File: src/rtl/led_blink_if.sv
// Blink-driver handshake: event/level requests in, LED drive and queue status out.
// The request strobe is named evt because "event" is a reserved word.
interface led_blink_if #(
  parameter int unsigned PEND_WIDTH = 4
);
  logic                  evt;
  logic                  level;
  logic                  led_n;
  logic                  busy;
  logic [PEND_WIDTH-1:0] pending;
  logic                  overflow;

  modport master (output evt, level, input led_n, busy, pending, overflow);
  modport slave  (input evt, level, output led_n, busy, pending, overflow);
endinterface

File: src/rtl/led_blink_driver.sv
// Turns one-cycle event strobes into fixed-length blinks on an active-low LED,
// queueing events that arrive mid-blink in a saturating counter.
module led_blink_driver #(
  parameter int unsigned ON_CYCLES  = 50000,
  parameter int unsigned OFF_CYCLES = 50000,
  parameter int unsigned CNT_WIDTH  = 16,
  parameter int unsigned PEND_WIDTH = 4
) (
  input  logic         clk,
  input  logic         rst,
  led_blink_if.slave   bus
);

  localparam logic [CNT_WIDTH-1:0]  ON_LOAD  = CNT_WIDTH'(ON_CYCLES - 1);
  localparam logic [CNT_WIDTH-1:0]  OFF_LOAD = CNT_WIDTH'(OFF_CYCLES - 1);
  localparam logic [PEND_WIDTH-1:0] PEND_MAX = '1;

  typedef enum logic [1:0] {ST_IDLE, ST_ON, ST_OFF} state_e;

  state_e                state_q, state_d;
  logic [CNT_WIDTH-1:0]  timer_q, timer_d;
  logic [PEND_WIDTH-1:0] pend_q,  pend_d;
  logic                  led_n_q, led_n_d;
  logic                  busy_q,  busy_d;
  logic                  ovf_q,   ovf_d;
  logic                  pend_inc;
  logic                  pend_dec;

  always_ff @(posedge clk) begin
    if (rst) begin
      state_q <= ST_IDLE;
      timer_q <= '0;
      pend_q  <= '0;
      led_n_q <= 1'b1;
      busy_q  <= 1'b0;
      ovf_q   <= 1'b0;
    end else begin
      state_q <= state_d;
      timer_q <= timer_d;
      pend_q  <= pend_d;
      led_n_q <= led_n_d;
      busy_q  <= busy_d;
      ovf_q   <= ovf_d;
    end
  end

  always_comb begin
    state_d  = state_q;
    timer_d  = timer_q;
    pend_d   = pend_q;
    led_n_d  = led_n_q;
    busy_d   = busy_q;
    ovf_d    = ovf_q;
    pend_inc = 1'b0;
    pend_dec = 1'b0;

    unique case (state_q)
      ST_IDLE: begin
        led_n_d = ~bus.level;
        // A fresh event is consumed directly; otherwise replay a queued one.
        if (bus.evt || (pend_q != '0)) begin
          state_d  = ST_ON;
          led_n_d  = 1'b0;
          busy_d   = 1'b1;
          timer_d  = ON_LOAD;
          pend_dec = ~bus.evt;
        end
      end
      ST_ON: begin
        led_n_d  = 1'b0;
        pend_inc = bus.evt;
        if (timer_q != '0) begin
          timer_d = timer_q - CNT_WIDTH'(1);
        end else begin
          state_d = ST_OFF;
          led_n_d = 1'b1;
          timer_d = OFF_LOAD;
        end
      end
      ST_OFF: begin
        led_n_d  = 1'b1;
        pend_inc = bus.evt;
        if (timer_q != '0) begin
          timer_d = timer_q - CNT_WIDTH'(1);
        end else if (pend_q != '0) begin
          state_d  = ST_ON;
          led_n_d  = 1'b0;
          timer_d  = ON_LOAD;
          pend_dec = 1'b1;
        end else begin
          state_d = ST_IDLE;
          busy_d  = 1'b0;
          led_n_d = ~bus.level;
        end
      end
      default: begin
        state_d = ST_IDLE;
      end
    endcase

    // Simultaneous enqueue and dequeue cancel, so that path can never overflow.
    if (pend_inc && !pend_dec) begin
      if (pend_q == PEND_MAX) ovf_d = 1'b1;
      else                    pend_d = pend_q + PEND_WIDTH'(1);
    end else if (pend_dec && !pend_inc) begin
      pend_d = pend_q - PEND_WIDTH'(1);
    end
  end

  assign bus.led_n    = led_n_q;
  assign bus.busy     = busy_q;
  assign bus.pending  = pend_q;
  assign bus.overflow = ovf_q;

endmodule

File: src/flat_wrapper.sv
// flat-port wrapper written by rule: the top's interface ports become plain ports
module led_blink_driver_flat 
#(
  parameter int unsigned ON_CYCLES  = 50000,
  parameter int unsigned OFF_CYCLES = 50000,
  parameter int unsigned CNT_WIDTH  = 16,
  parameter int unsigned PEND_WIDTH = 4
)
  (clk, rst, bus_evt, bus_level, bus_led_n, bus_busy, bus_pending, bus_overflow);
  led_blink_if #(.PEND_WIDTH(PEND_WIDTH)) bus_i ();
  input  logic clk;
  input  logic rst;
  input wire logic [$bits(bus_i.evt)-1:0] bus_evt;
  input wire logic [$bits(bus_i.level)-1:0] bus_level;
  output wire logic [$bits(bus_i.led_n)-1:0] bus_led_n;
  output wire logic [$bits(bus_i.busy)-1:0] bus_busy;
  output wire logic [$bits(bus_i.pending)-1:0] bus_pending;
  output wire logic [$bits(bus_i.overflow)-1:0] bus_overflow;
  assign bus_i.evt = bus_evt;
  assign bus_i.level = bus_level;
  assign bus_led_n = bus_i.led_n;
  assign bus_busy = bus_i.busy;
  assign bus_pending = bus_i.pending;
  assign bus_overflow = bus_i.overflow;
  led_blink_driver #(.ON_CYCLES(ON_CYCLES), .OFF_CYCLES(OFF_CYCLES), .CNT_WIDTH(CNT_WIDTH), .PEND_WIDTH(PEND_WIDTH)) u_core (.clk(clk), .rst(rst), .bus(bus_i));
endmodule
File: config.mk
export PLATFORM = sky130hd
export DESIGN_NAME = led_blink_driver_flat
export DESIGN_NICKNAME = d
export VERILOG_FILES = /design/src/rtl/led_blink_if.sv /design/src/rtl/led_blink_driver.sv /design/src/flat_wrapper.sv
export SDC_FILE = /design/constraint.sdc
export NUM_CORES = 1
export LEC_CHECK = 0
export ABC_AREA = 1
export ABC_CLOCK_PERIOD_IN_PS = 2300
export CORE_MARGIN = 4
export CORE_UTILIZATION = 60
export CTS_BUF_LIST = sky130_fd_sc_hd__clkbuf_8
export DETAILED_ROUTE_END_ITERATION = 6
export GPL_ROUTABILITY_DRIVEN = 0
export PLACE_DENSITY = 0.81
export SYNTH_ARGS = -nofsm -noshare
export SYNTH_HDL_FRONTEND = slang
export SYNTH_SLANG_ARGS = --single-unit
File: constraint.sdc
create_clock -name clk -period 2.3 [get_ports clk]
set_input_delay 0.345 -clock clk [delete_from_list [all_inputs] [get_ports clk]]
set_output_delay 0.345 -clock clk [all_outputs]
set_load 0.01 [all_outputs]
==> out/qor.csv <==
metric,value,unit
slew_violations,0,
worst_slew_pin_slew,0.333,ns
drc,0,
min_path_type,flip-flop to flip-flop,
fmax,480,MHz
worstSetupEndpoint,u_core.bus.pending[3],
die_w,59.3,um
synth_fp_nets,238,
synth_edf_count,0,
grt_pass1_vias,1256,
worst_path_largest_cell_delay,0.31,ns
ctsLongestPathBuffers,2,
power.clock.fraction,0.114,
cts_sinks,25,
slew_headroom,0.777,
finalNetCount,257,
path_cells,inv_1 -> ha_2 -> nand2_2 -> nor2_2 -> nand3_2 -> nand3_2 -> ha_1 -> and3_1 -> nor2_2 -> nand4_1 -> nand2_1 -> nor2_1 -> nor2_1 -> nor2_1,
cts_root_buffer,clkbuf_8,
antenna_cells,0,
leakage,0.847,nW
grt_pass1_wl,5060,um
antenna_found_initial,0,
cap_violations,0,
fin_util,0.726,
core_area,2500,sq um
syn_avg_cell_area,6.98,sq um
grt_usage,0.184,
io_pins,11,
synth-seq-cells,25,
synthCells,226,
met2_usage,0.310,
drt-total-wl,2990,um
die-area,3510,sq um
whs,0.461,ns
rsz0062_at_grt,false,
r2r_cells,14,
worstSkewPairLatency,0.27,ns
die_h,59.3,um
power.density,1210,nW/um^2
power_switching,0.990,mW
ant_nets,0,
cts_tree,built,
yosys-top-cells-area,"dfxtp_1, nand2_1, nor2_1",
ys_warn_count,0,
p_int,1.21,mW
cts_buffers,3,
drtPass1Iterations,4,
run_status,"finished, final reports clean",
seq_power_share,0.314,
seq_area,503,sq um
synth_top_area_share,0.317,
nFillCells,208,
yosys.cell_types.count,38,
hold_buffers,0,
r2r_start,u_core.timer_q[0],
post-place-cells,270,
numPortBuffers,10,
areaGrowthSynthToFinish,15.1,%
vias_per_cell,5.28,
drive_gt1_frac,0.180,
clkTransAtPathRegs,0.08,ns
finalHoldViolations,0,
initial_core_util,0.631,
synthArstFlopShare,0,
grt.busiest_layer,met2,
ir_drop,0.988,mV
cp.arrival,2.25,ns
crit_start,u_core.timer_q[0],
met3_usage,0.0240,
switching_share,0.451,
grt_overflow,0,
num_rows,18,
syn_area,1580,sq um
r2r_end,u_core.bus.pending[3],
finalSetupViolations,0,
synth-main-ff-cell,dfxtp_1,
slowest_stage,dfxtp_1,
yosysSeqAreaShare,0.317,
cts_htree_levels,1,
gr-usage-met1,0.237,
endpoint_kind,flip-flop,
reg2reg_slack,0.21,ns
wl_per_cell,10.9,um
crit_path_frequent_cell,nor2_1,
dp_hpwl,2290,um
vias,1448,
finalSetupTns,0,ns
synth_area_leader_cell,dfxtp_1,
drt_iter0_drc,34,
cp.required,2.47,ns
period_needed,2.09,ns
crit_type,flip-flop to flip-flop,
grt_max_degree,14,
combPwrFrac,0.572,
startpoint_type,flip-flop,
multi_input_area,961,sq um
crit_path_max_fanout,4,
skew,0.00681,ns
fin_crit_sh,0.907,
final_cells,274,
## area by class of cell
cell class                      count  area share
Clock buffer                        3      0.0227
Clock inverter                      1     0.00207
Inverter                           30      0.0641
Multi-Input combinational cell    168       0.529
Sequential cell                    25       0.277
Tap cell                           30      0.0207
Timing Repair Buffer               17      0.0841
## Yosys cell counts (2+ instances only)
master,count
nand2_1,40
nor2_1,35
dfxtp_1,25
inv_1,25
o21ai_0,13
a21oi_1,12
nand3_1,8
ha_1,7
nand2_2,7
nand4_1,6
nor2_2,6
nor3_1,6
nand2_4,4
xnor2_1,3
xor2_1,3
buf_6,2
inv_2,2
o21ai_1,2
## worst min path at each step
stage	startpoint	to	slack, ns	cells past startpoint
after global routing	u_core.bus.busy	u_core.bus.busy	0.50	2
final	u_core.bus.busy	u_core.bus.busy	0.46	2
after floorplan	u_core.bus.busy	u_core.bus.busy	0.47	2
after detailed placement	u_core.bus.busy	u_core.bus.busy	0.45	2
after CTS	u_core.bus.busy	u_core.bus.busy	0.47	2
after global placement	u_core.bus.busy	u_core.bus.busy	0.45	2
## power groups by stage
stage | combinational, mW | sequential [mW] | clock (mW)
2_1_floorplan | 0.918 | 0.700 | 0
3_3_place_gp | 1.20 | 0.686 | 0
3_5_place_dp | 1.22 | 0.690 | 0
4_1_cts | 1.22 | 0.682 | 0.262
5_1_grt | 1.43 | 0.708 | 0.275
6_report | 1.26 | 0.689 | 0.251
## state kept, by name, indices dropped and copies added, names as in the netlist
name,cells
u_core.timer_q,16
u_core.bus.pending,4
u_core.state_q,2
u_core.bus.busy,1
u_core.bus.led_n,1
u_core.bus.overflow,1
## routing by layer
metal	wire length, um	vias to the layer above
met5	0	-
met4	53	0
met3	81	8
met2	1410	30
met1	1450	643
li1	-	767
## critical path: cells and delay by family (launching register included)
family / cells / cell delay, ns
and+or+nand+nor: 11 / 1.15
adders and majority gates: 2 / 0.43
DFF: 1 / 0.31
buffers and inverters: 1 / 0.11
## cell families (layout without fill, tap and decap cells)
family	after synthesis	count (layout)	synth area share
adder cells (fa/ha/maj)	8	8	0.0682
flip-flops	25	25	0.317
XOR/XNOR	6	6	0.0333
AO/OA/AOI/OAI	31	31	0.104
buffers and inverters	33	51	0.0904
AND/OR/NAND/NOR	123	123	0.387
## layout by cell type (no fill, tap or decap), drive strengths merged, types with 2 or more instances in the layout
| cell type | synthesis | routed |
|---|---|---|
| clkdlybuf4s50 | 0 | 10 |
| nand3 | 9 | 9 |
| or2 | 2 | 2 |
| ha | 7 | 7 |
| o21ai | 15 | 15 |
| clkinv | 2 | 2 |
| nor3 | 7 | 7 |
| buf | 3 | 7 |
| a21oi | 12 | 12 |
| nor2 | 42 | 42 |
| xor2 | 3 | 3 |
| nand2 | 51 | 51 |
| dfxtp | 25 | 25 |
| nand4 | 6 | 6 |
| xnor2 | 3 | 3 |
| clkbuf | 0 | 3 |
| inv | 28 | 29 |
| nand3b | 2 | 2 |
| nor3b | 2 | 2 |
## repair_timing
item                                    CTS  global route
gates resized for setup                   0             7
setup buffers                             0             0
endpoints found under the setup margin    0             1
## per-stage QoR
stage / total power, mW / instance area [sq um] / worst slack [ns]
2_1_floorplan: 1.62 / 1580 / 0.187
3_3_place_gp: 1.89 / 1740 / 0.0292
3_5_place_dp: 1.91 / 1740 / -0.0163
4_1_cts: 2.17 / 1790 / 0.0430
5_1_grt: 2.42 / 1820 / 0.0347
6_report: 2.20 / 1820 / 0.215
(Power assumes the default switching activity.)
